`src/rtl/multicycle_control_unit.sv`:
```
// Multi-cycle control unit for the 16-bit CPU.
// Each instruction is sequenced through FETCH, DECODE, EXEC, MEM and WB.
// The memory handshake can stall FETCH and MEM. A wait counter turns an
// access that never completes into a bus error. Undefined opcodes are
// flagged in DECODE.
module multicycle_control_unit #(
  parameter int OPCODE_W = 4,
  parameter int ALUOP_W  = 2,
  parameter int MAX_WAIT = 15
) (
  input  logic                Clock,
  input  logic                Reset,
  input  logic [OPCODE_W-1:0] OPCODE,
  input  logic                Zero,
  input  logic                MemReady,
  output logic                PCWrite,
  output logic                PCSrc,
  output logic                IRWrite,
  output logic                IorD,
  output logic                RegDst,
  output logic                MemRead,
  output logic                MemWrite,
  output logic                MemToReg,
  output logic [1:0]          AluSrcB,
  output logic [ALUOP_W-1:0]  AluOp,
  output logic                RegWrite,
  output logic                Shift,
  output logic                InstrDone,
  output logic                Illegal,
  output logic                BusError,
  output logic [2:0]          State
);

  typedef enum logic [2:0] {
    S_FETCH  = 3'd0,
    S_DECODE = 3'd1,
    S_EXEC   = 3'd2,
    S_MEM    = 3'd3,
    S_WB     = 3'd4
  } state_t;

  typedef enum logic [2:0] {C_R, C_SHIFT, C_I, C_LW, C_SW, C_BEQ, C_ILL} cls_t;

  localparam logic [7:0] MAXW = 8'(MAX_WAIT);

  state_t              state_q, state_d;
  logic [7:0]          cnt_q, cnt_d;
  logic [OPCODE_W-1:0] op_q;
  cls_t                cls;

  logic       pcw, pcs, irw, iord, rd, mr, mw, m2r, rw, sh, dn, il, be;
  logic [1:0] asb, aop;

  // Any bit above the 4-bit opcode field makes the instruction undefined.
  function automatic cls_t classify(input logic [OPCODE_W-1:0] op);
    if (|(op >> 4)) return C_ILL;
    case (op[3:0])
      4'b0000, 4'b0001:          return C_R;
      4'b0010:                   return C_SHIFT;
      4'b1001, 4'b1010, 4'b1011: return C_I;
      4'b1100:                   return C_LW;
      4'b1101:                   return C_SW;
      4'b1111:                   return C_BEQ;
      default:                   return C_ILL;
    endcase
  endfunction

  // The live opcode only matters in DECODE; later states use the latched copy.
  assign cls = (state_q == S_DECODE) ? classify(OPCODE) : classify(op_q);

  // Next state and raw control decode.
  always_comb begin
    state_d = state_q;
    pcw = 1'b0; pcs = 1'b0; irw = 1'b0; iord = 1'b0; rd = 1'b0;
    mr  = 1'b0; mw  = 1'b0; m2r = 1'b0; rw   = 1'b0; sh = 1'b0;
    dn  = 1'b0; il  = 1'b0; be  = 1'b0;
    asb = 2'b00; aop = 2'b00;
    case (state_q)
      S_FETCH: begin
        mr  = 1'b1;
        asb = 2'b10;
        if (MemReady) begin
          irw     = 1'b1;
          pcw     = 1'b1;
          state_d = S_DECODE;
        end else if (cnt_q == MAXW) begin
          be = 1'b1;
          dn = 1'b1;
        end
      end
      S_DECODE: begin
        asb = 2'b11;
        if (cls == C_ILL) begin
          il      = 1'b1;
          dn      = 1'b1;
          state_d = S_FETCH;
        end else begin
          state_d = S_EXEC;
        end
      end
      S_EXEC: begin
        case (cls)
          C_R, C_SHIFT: begin asb = 2'b00; aop = 2'b10; state_d = S_WB;  end
          C_I:          begin asb = 2'b01; aop = 2'b11; state_d = S_WB;  end
          C_LW, C_SW:   begin asb = 2'b01; aop = 2'b00; state_d = S_MEM; end
          C_BEQ: begin
            asb = 2'b00; aop = 2'b01;
            pcs = 1'b1;  pcw = Zero;
            dn  = 1'b1;  state_d = S_FETCH;
          end
          default: state_d = S_FETCH;
        endcase
      end
      S_MEM: begin
        iord = 1'b1;
        mr   = (cls == C_LW);
        mw   = (cls == C_SW);
        if (MemReady) begin
          if (cls == C_LW) begin
            state_d = S_WB;
          end else begin
            dn      = 1'b1;
            state_d = S_FETCH;
          end
        end else if (cnt_q == MAXW) begin
          be      = 1'b1;
          dn      = 1'b1;
          state_d = S_FETCH;
        end
      end
      S_WB: begin
        rw      = 1'b1;
        dn      = 1'b1;
        rd      = (cls == C_R) || (cls == C_SHIFT);
        m2r     = (cls == C_LW);
        sh      = (cls == C_SHIFT);
        state_d = S_FETCH;
      end
      default: state_d = S_FETCH;
    endcase
  end

  // Count only genuine stall cycles. A state change or a timeout restarts the count.
  always_comb begin
    cnt_d = 8'd0;
    if ((state_q == S_FETCH || state_q == S_MEM) && !MemReady && !be &&
        state_d == state_q)
      cnt_d = cnt_q + 8'd1;
  end

  // State, wait counter and latched opcode.
  always_ff @(posedge Clock or posedge Reset) begin
    if (Reset) begin
      state_q <= S_FETCH;
      cnt_q   <= 8'd0;
      op_q    <= '0;
    end else begin
      state_q <= state_d;
      cnt_q   <= cnt_d;
      if (state_q == S_DECODE) op_q <= OPCODE;
    end
  end

  // Outputs are forced low for as long as Reset is held.
  assign PCWrite   = pcw  & ~Reset;
  assign PCSrc     = pcs  & ~Reset;
  assign IRWrite   = irw  & ~Reset;
  assign IorD      = iord & ~Reset;
  assign RegDst    = rd   & ~Reset;
  assign MemRead   = mr   & ~Reset;
  assign MemWrite  = mw   & ~Reset;
  assign MemToReg  = m2r  & ~Reset;
  assign RegWrite  = rw   & ~Reset;
  assign Shift     = sh   & ~Reset;
  assign InstrDone = dn   & ~Reset;
  assign Illegal   = il   & ~Reset;
  assign BusError  = be   & ~Reset;
  assign AluSrcB   = Reset ? 2'b00 : asb;
  assign AluOp     = Reset ? '0 : ALUOP_W'(aop);
  assign State     = Reset ? 3'd0 : state_q;

endmodule

```
`config.mk`:
```
export PLATFORM = sky130hd
export DESIGN_NAME = multicycle_control_unit
export DESIGN_NICKNAME = d
export VERILOG_FILES = /design/src/rtl/multicycle_control_unit.sv
export SDC_FILE = /design/constraint.sdc
export NUM_CORES = 1
export LEC_CHECK = 0
export ABC_AREA = 0
export CORE_UTILIZATION = 26
export DETAILED_ROUTE_END_ITERATION = 7
export SYNTH_ARGS = -nofsm -noshare
export SYNTH_HDL_FRONTEND = slang
export SYNTH_SLANG_ARGS = --single-unit
```
`constraint.sdc`:
```
create_clock -name Clock -period 6.6 [get_ports Clock]
set_input_delay 0.99 -clock Clock [delete_from_list [all_inputs] [get_ports Clock]]
set_output_delay 0.99 -clock Clock [all_outputs]
set_load 0.02 [all_outputs]
```
* Word level (Yosys, flattened, before mapping)
Memories as Yosys holds them, arrays and structs flattened.
Cells that the tools add are included.
** Word-level totals
- Register bits :: 15
- Bits in latches :: 0
- RAM bits :: 0
- ROM bits :: 96
- Logic and storage cells :: 83
- Memories :: 2
** Memory list
- (name not given) :: words 16, bits a word 3, read ports 1, clocked after Yosys merged registers in 0, write ports 0, RTL line 57 : case (op[3:0])
- (name not given) :: words 16, bits a word 3, read ports 1, clocked after Yosys merged registers in 0, write ports 0, RTL line 57
** Cells by class
- $add $sub $neg :: 1
- $mul :: 0
- Div/mod/pow operators :: 0
- $lt $le $gt $ge :: 0
- Equality and inequality tests :: 12
- Shift-type cells :: 0
- Muxes and demuxes :: 37
- Bitwise operators :: 14
- Reductions and logical operators :: 14
** Operator list (number)
- two-way mux 1 bit :: 19
- two-way mux 3 bit :: 6
- AND 1 bit :: 13
- equality test 3 x 2 -> 1 bit (second input constant) :: 4
- equality test 3 bit (second input constant) :: 4
- case mux 2 bit (3 select lines) :: 2
- case mux 3 bit (4 select lines) :: 1
- adder 8 x 1 -> 8 bit (second input constant) :: 1
- equality test 8 x 4 -> 1 bit (second input constant) :: 1
- two-way mux 2 bit :: 4
- two-way mux 8 bit :: 1
- equality test 3 x 1 -> 1 bit (second input constant) :: 2
- zero test 3 bit :: 2
- case mux 3 bit (2 select lines) :: 1
- OR reduction 2 bit :: 3
- OR reduction 3 bit :: 2
- case mux 1 bit (5 select lines) :: 1
- case mux 1 bit (2 select lines) :: 2
- equality test 3 bit :: 1
- logical AND 1 bit :: 3
- zero test 1 bit :: 2
- logical OR 1 bit :: 2
- NOT 1 bit :: 1

* Longest topological paths before layout
Gate-level depths: netlist (run 1).
- Word-level depth :: 9
- Gate-level depth with buffers :: 8
- Depth with buffers taken out :: 8

* Worst setup path before layout (run 1)
OpenSTA, ideal clock, no wires.
- Path kind :: in2out
- Start point :: in OPCODE[0]
- End point :: out PCSrc
- Arrival :: 2.681 ns
- Data required time :: 5.610 ns
- Path slack :: 2.929 ns
- Cell stages on the path :: 6
- Path buffers :: 0
- Cell sequence :: ha_1 -> or3_1 -> o311a_1 -> a21o_1 -> or3_4 -> nor3_1
** Between the ends
- Cells in the longest elaborated chain, start to end :: 6
** Ends and longest elaborated chain
- from (decl) :: RTL line 13 : input logic [OPCODE_W-1:0] OPCODE,
- memory read (16 x 3 bit)
- two-way mux 3 bit :: RTL line 69 : assign cls = (state_q == S_DECODE) ? classify(OPCODE) : classify(op_q);
- equality test 3 bit :: RTL line 102 : case (cls)
- two-way mux 1 bit :: RTL line 102
- two-way mux 1 bit :: RTL line 78 : case (state_q)
- AND 1 bit :: RTL line 166 : assign PCSrc = pcs & ~Reset;
- to (decl) :: RTL line 17 : output logic PCSrc,
Every way passes these cells.

* Worst setup path after layout (run 1)
- Start point :: in OPCODE[0]
- End point :: out AluOp[0]
** Between the ends
- Cells in the longest elaborated chain, start to end :: 7
- Elaborated cells on any way between the ends :: 10
- Those cells by class :: eq/ne (3); mux (4); reduce/logical (2); memory (1)
** Ends and longest elaborated chain
- memory read (16 x 3 bit) *
- two-way mux 3 bit * :: RTL line 69
- equality test 3 x 1 -> 1 bit / zero test 3 bit (equally long branches) :: RTL line 102
- OR reduction 2 bit :: RTL line 102
- case mux 2 bit (3 select lines) * :: RTL line 102
- two-way mux 2 bit * :: RTL line 78
- two-way mux 2 bit * :: RTL line 179 : assign AluOp = Reset ? '0 : ALUOP_W'(aop);
- to (decl) :: RTL line 25 : output logic [ALUOP_W-1:0] AluOp,
Mark *: on every way between the ends. The rest lies on a longest branch, timed or not.

==> results.yml, run 1 <==
critical_path:
  start_kind: "primary input"
  crit_arrival_ns: 3.67
  worstPathMaxFanout: 4
  worst_setup_path_end_kind: "output pin"
  worstSetupPathType: "in2out"
  crit_required_ns: 5.61
final_layout:
  utilization_pct: 35.22
  final_layout_size_suffix_gt1_share_pct: 7.647
  final_cell_mix: "clkdlybuf4s50_1, nor2_1, dfrtp_1"
  syn2layout_area_growth_pct: 28.54
  stdcell_area_mm2: 0.001544
  final_common_cell: "clkdlybuf4s50_1"
  fillers: 457
  insertedDiodeCount: 0
  final_nets: 188
floorplanning:
  die_area_mm2: 0.004896
  rows: 24
  die-height_um: 69.97
  ios: 28
  initial_core_util_pct: 27.40
  die_w_um: 69.97
  core_mm2: 0.004384
placement:
  dpl-instance-area_mm2: 0.001499
  port_buffers: 27
  place_congestion: 0.7452
  hpwlAfterDp_mm: 2.068
  post-place-ws_ns: 1.939
synthesis:
  syn_nets: 161
  syn_area_per_cell_um2: 8.341
  synth-seq-cells: 15
  synth_top_area_share_pct: 31.25
  ys_top_cells_by_area: "dfrtp_1, ha_1, nor2_1"
  ys_types: 42
  syn_area_mm2: 0.001201
  synth_top_area_cell: "dfrtp_1"
  synth-edff-count: 0
  yosys_warnings: 0
  synth-main-ff-cell: "dfrtp_1"
  async_flop_share_pct: 100.0
  synthesis.instances: 144
  synth_seq_area_share_pct: 31.25
route:
  drt_iter0_drc: 66
  firstDrtPassIters: 4
  totalWireLength_mm: 2.648
  dr_total_vias: 1063
  drcViolationCount: 0
  wl_per_cell_um: 11.93
  avgViaCountPerCell: 4.788
  ant_nets: 0
grt:
  grt_max_degree: 18
  antenna_found_initial: 0
  grt_use_total_pct: 11.37
  grt_first_pass_wirelength_mm: 4.581
  grt_pass1_vias: 1016
  grt-ovfl-total: 0
power:
  pwr-share-clk_pct: 12.3
  p_comb_share_pct: 60.6
  power_frac_seq_pct: 27.1
  vdd_ir_drop_max_mv: 0.08956
  p_int_mw: 0.3093
  swShare_pct: 45.85
  p_switching_mw: 0.2619
  total_power_mw: 0.5713
  power_leakage_nw: 0.6653
  power_density_mw_per_mm2: 370.0
clock_network:
  cts_setup_buffers: 0
  root_buffer: "clkbuf_8"
  cts_tree: "built"
  numCtsBuffers: 3
  cts.repair.resized: 0
  cts_buffer_depth: 2
  cts_sinks: 15
  clk_latency_ns: 0.24
  clk_pin_slew_worst_paths_ns: 0.05
  htreeDepth: 1
  cts_hold_buffers: 0
sta:
  drv_slew: 0
  fmax_ghz: 0.2146
  rsz0062_at_grt: "no"
  finalSetupTns_ns: 0
  fin_skew_ns: 0.0005138
  finalCritPeriodShare_pct: 70.60
  setup_slack_ns: 1.941
  tightest_slew_ns: 0.6344
  hold_violations: 0
  min_period_ns: 4.659
  setup_viol: 0
  slew_headroom_pct: 57.66
min_path:
  hp-class: "reg2reg"
run:
  drv_cap: 0
outcome:
  outcome: "finished, final reports clean"
[Yosys cell counts, drive strengths merged (2+ instances only)]
| cell | instances |
|---|---|
| o21ai | 8 |
| xnor2 | 4 |
| a21oi | 3 |
| xor2 | 3 |
| dfrtp | 15 |
| nor2 | 20 |
| nand3 | 8 |
| and2 | 5 |
| nor3 | 8 |
| nor4 | 2 |
| a211oi | 2 |
| inv | 8 |
| nand2 | 12 |
| nor2b | 5 |
| ha | 9 |
| clkbuf | 2 |
| buf | 3 |
| mux2 | 3 |
| or3 | 2 |
| and3 | 5 |
| nand4 | 2 |
[power groups by stage]
stage	sequential [mW]	combinational [mW]	clock, mW
after global placement	0.156	0.344	0
final	0.155	0.346	0.0704
after CTS	0.155	0.347	0.0730
after floorplan	0.135	0.277	0
after detailed placement	0.156	0.344	0
after global routing	0.161	0.382	0.0797
[per-stage QoR]
stage,instances,hold slack (ns)
CTS,222,0.4656
floorplan,144,0.4329
detailed placement,218,0.4528
global placement,218,0.4512
global route,222,0.4795
finish,222,0.4608
[cell families after synthesis]
logic type | count (synthesis) | synth area share [%]
flops | 15 | 31.25
mux | 3 | 2.812
xor+xnor | 7 | 5.104
buf+inv | 13 | 5.625
fa+ha+maj | 9 | 9.375
simple gates | 73 | 31.56
compound gates | 24 | 14.27
[per-layer routing]
layer  share of wire [%]  vias up  GRT usage, %
met5                   0        -             0
met4                 1.5        0         4.000
met3                 4.2        5         2.165
met2                  46       24         19.23
met1                  48      482         14.39
li1                    -      552             -
[layout make-up]
type / count / area (um2) / area share (%)
multi-input cells: 116 / 758.2 / 49.11
flip-flops and latches: 15 / 375.4 / 24.31
repair buffers: 27 / 270.3 / 17.50
well taps: 52 / 65.06 / 4.214
clock buffers: 4 / 45.04 / 2.917
inverters: 8 / 30.03 / 1.945
[sequential cells by signal (all words and copies together) (netlist names)]
signal   flops
cnt_q        8
op_q         4
state_q      3
[path summary, 6_finish.rpt]
path / to / startpoint / slack [ns] / cells after the start
max: AluOp[0] / OPCODE[0] / 1.94 / 8
min: cnt_q[0]$_DFF_PP0_ / cnt_q[0]$_DFF_PP0_ / 0.46 / 1
max reg2reg: state_q[0]$_DFF_PP0_ / state_q[0]$_DFF_PP0_ / 4.37 / 6
min reg2reg: cnt_q[0]$_DFF_PP0_ / cnt_q[0]$_DFF_PP0_ / 0.46 / 1
max in group asynchronous: op_q[0]$_DFFE_PP0P_ / Reset / 4.74 / 2
min in group asynchronous: cnt_q[3]$_DFF_PP0_ / Reset / 1.45 / 2
[critical path: stages]
cell and delay (ns):
clkdlybuf4s50_1 0.50, inv_1 0.09, ha_1 0.21, o311a_1 0.40, a21o_1 0.21, or3_4 0.42, a211oi_2 0.22, clkdlybuf4s50_1 0.63
(Power assumes the default switching activity.)
==> run 2, diff against run 1 <==
- clock period: 6.6 -> 4.2 ns (I/O delays scaled with it)
==> run 2 against run 1 <==
Effect of this change: total power up 58%; first-iteration DRC count down 11%; worst hold slack worse by 0.00079 ns; cell area up 0.97%; critical path depth unchanged; core utilization up 0.34 points; critical path type unchanged; final cell count up 0.90%.
==> results.yml, run 2 (synthesized netlist as in run 1, its figures left out) <==
outcome:
  outcome: "finished, final reports clean"
critical_path:
  critPathSlowestCell: "clkdlybuf4s50_1"
  crit_required_ns: 3.57
  cp_slowest_stage_delay_ns: 0.63
  worstSetupPathType: "in2out"
  start_kind: "primary input"
  crit_chain: "clkdlybuf4s50_1 > inv_1 > ha_1 > o311a_1 > a21o_1 > or3_4 > a211oi_2 > clkdlybuf4s50_1"
  worst_setup_path_end_kind: "output pin"
  worstPathBufferInverterCount: 3
  crit_family: "buffers and inverters"
  worstPathMaxFanout: 4
  cp_common_cell: "clkdlybuf4s50_1"
  crit_arrival_ns: 3.33
sta:
  slew_headroom_pct: 72.13
  hold_violations: 0
  rsz0062_at_grt: "no"
  tightest_slew_ns: 0.4167
  finalCritPeriodShare_pct: 94.29
  fin_skew_ns: 0.005310
  drv_slew: 0
  setup_slack_ns: 0.2396
  fmax_ghz: 0.2525
  timing.hold.ws_ns: 0.4600
  min_period_ns: 3.960
  finalSetupTns_ns: 0
  setup_viol: 0
route:
  wl_per_cell_um: 11.88
  drt_iter0_drc: 59
  dr_total_vias: 1076
  drcViolationCount: 0
  ant_nets: 0
  totalWireLength_mm: 2.661
  firstDrtPassIters: 4
  avgViaCountPerCell: 4.804
power:
  total_power_mw: 0.9028
  power_density_mw_per_mm2: 579.1
  vdd_ir_drop_max_mv: 0.1307
  power_leakage_nw: 0.6753
floorplanning:
  die-height_um: 69.97
  core_mm2: 0.004384
  ios: 28
  rows: 24
  initial_core_util_pct: 27.40
  die_area_mm2: 0.004896
  die_w_um: 69.97
clock_network:
  htreeDepth: 1
  cts.repair.resized: 0
  cts_tree: "built"
  clk_latency_ns: 0.24
  root_buffer: "clkbuf_8"
  cts_setup_buffers: 0
  cts_buffer_depth: 2
  cts_sinks: 15
  numCtsBuffers: 3
  cts_hold_buffers: 0
  clk_pin_slew_worst_paths_ns: 0.06
placement:
  port_buffers: 27
  hpwlAfterDp_mm: 2.106
  post-place-ws_ns: 0.2291
  dpl.cell_count: 220
  place_congestion: 0.7253
grt:
  grt_first_pass_wirelength_mm: 4.761
  grt_pass1_vias: 1046
  grt_use_total_pct: 11.95
  grt-ovfl-total: 0
  grt_max_degree: 18
  antenna_found_initial: 0
final_layout:
  final_layout_size_suffix_gt1_share_pct: 8.721
  largest_reg_flops: 8
  largest-register: "cnt_q"
  reg_top3: "cnt_q (8), op_q (4), state_q (3)"
  syn2layout_area_growth_pct: 29.79
  final_cell_mix: "clkdlybuf4s50_1, nor2_1, dfrtp_1"
  final_nets: 190
  insertedDiodeCount: 0
  final_common_cell: "clkdlybuf4s50_1"
  fillers: 465
  instances_no_fill: 224
min_path:
  hp-class: "reg2reg"
run:
  drv_cap: 0
-- run 2: cell count changes in the layout (fill, tap and decap cells not counted) --
cell,change
buf_4,+2
-- run 2: area by class of cell --
type | instances | area [um2] | share of cell area, %
inverters | 8 | 30.03 | 1.926
repair buffers | 29 | 285.3 | 18.30
multi-input cells | 116 | 758.2 | 48.64
well taps | 52 | 65.06 | 4.173
clock buffers | 4 | 45.04 | 2.889
flip-flops and latches | 15 | 375.4 | 24.08
-- run 2: per-stage QoR --
step / util (%) / instance area, um2
6_report: 35.56 / 1559
5_1_grt: 35.56 / 1559
4_1_cts: 35.56 / 1559
3_5_place_dp: 34.53 / 1514
3_3_place_gp: 34.53 / 1514
2_1_floorplan: - / 1201
-- run 2: worst paths after layout --
path                       slack [ns]                  from  depth (start not counted)                   end
max                              0.24             OPCODE[1]                          8              AluOp[0]
min reg2reg                      0.46    cnt_q[0]$_DFF_PP0_                          1    cnt_q[0]$_DFF_PP0_
min in group asynchronous        1.00                 Reset                          3    cnt_q[0]$_DFF_PP0_
max reg2reg                      2.15  state_q[0]$_DFF_PP0_                          7  state_q[0]$_DFF_PP0_
min                              0.46    cnt_q[0]$_DFF_PP0_                          1    cnt_q[0]$_DFF_PP0_
max in group asynchronous        3.01                 Reset                          3    cnt_q[2]$_DFF_PP0_
-- run 2: per-layer routing --
layer | global-route usage (%) | vias to the layer above | part of all wire (%)
met5 | 0 | - | 0
met4 | 4.667 | 0 | 0.94
met3 | 2.020 | 2 | 3.3
met2 | 20.41 | 23 | 49
met1 | 14.94 | 493 | 47
li1 | - | 558 | -
-- run 2: report_power, final --
group	total, mW	internal [mW]	switching (mW)
Combinational	0.545	0.240	0.305
Sequential	0.243	0.184	0.0591
Clock	0.114	0.0670	0.0471
Total	0.903	0.492	0.411
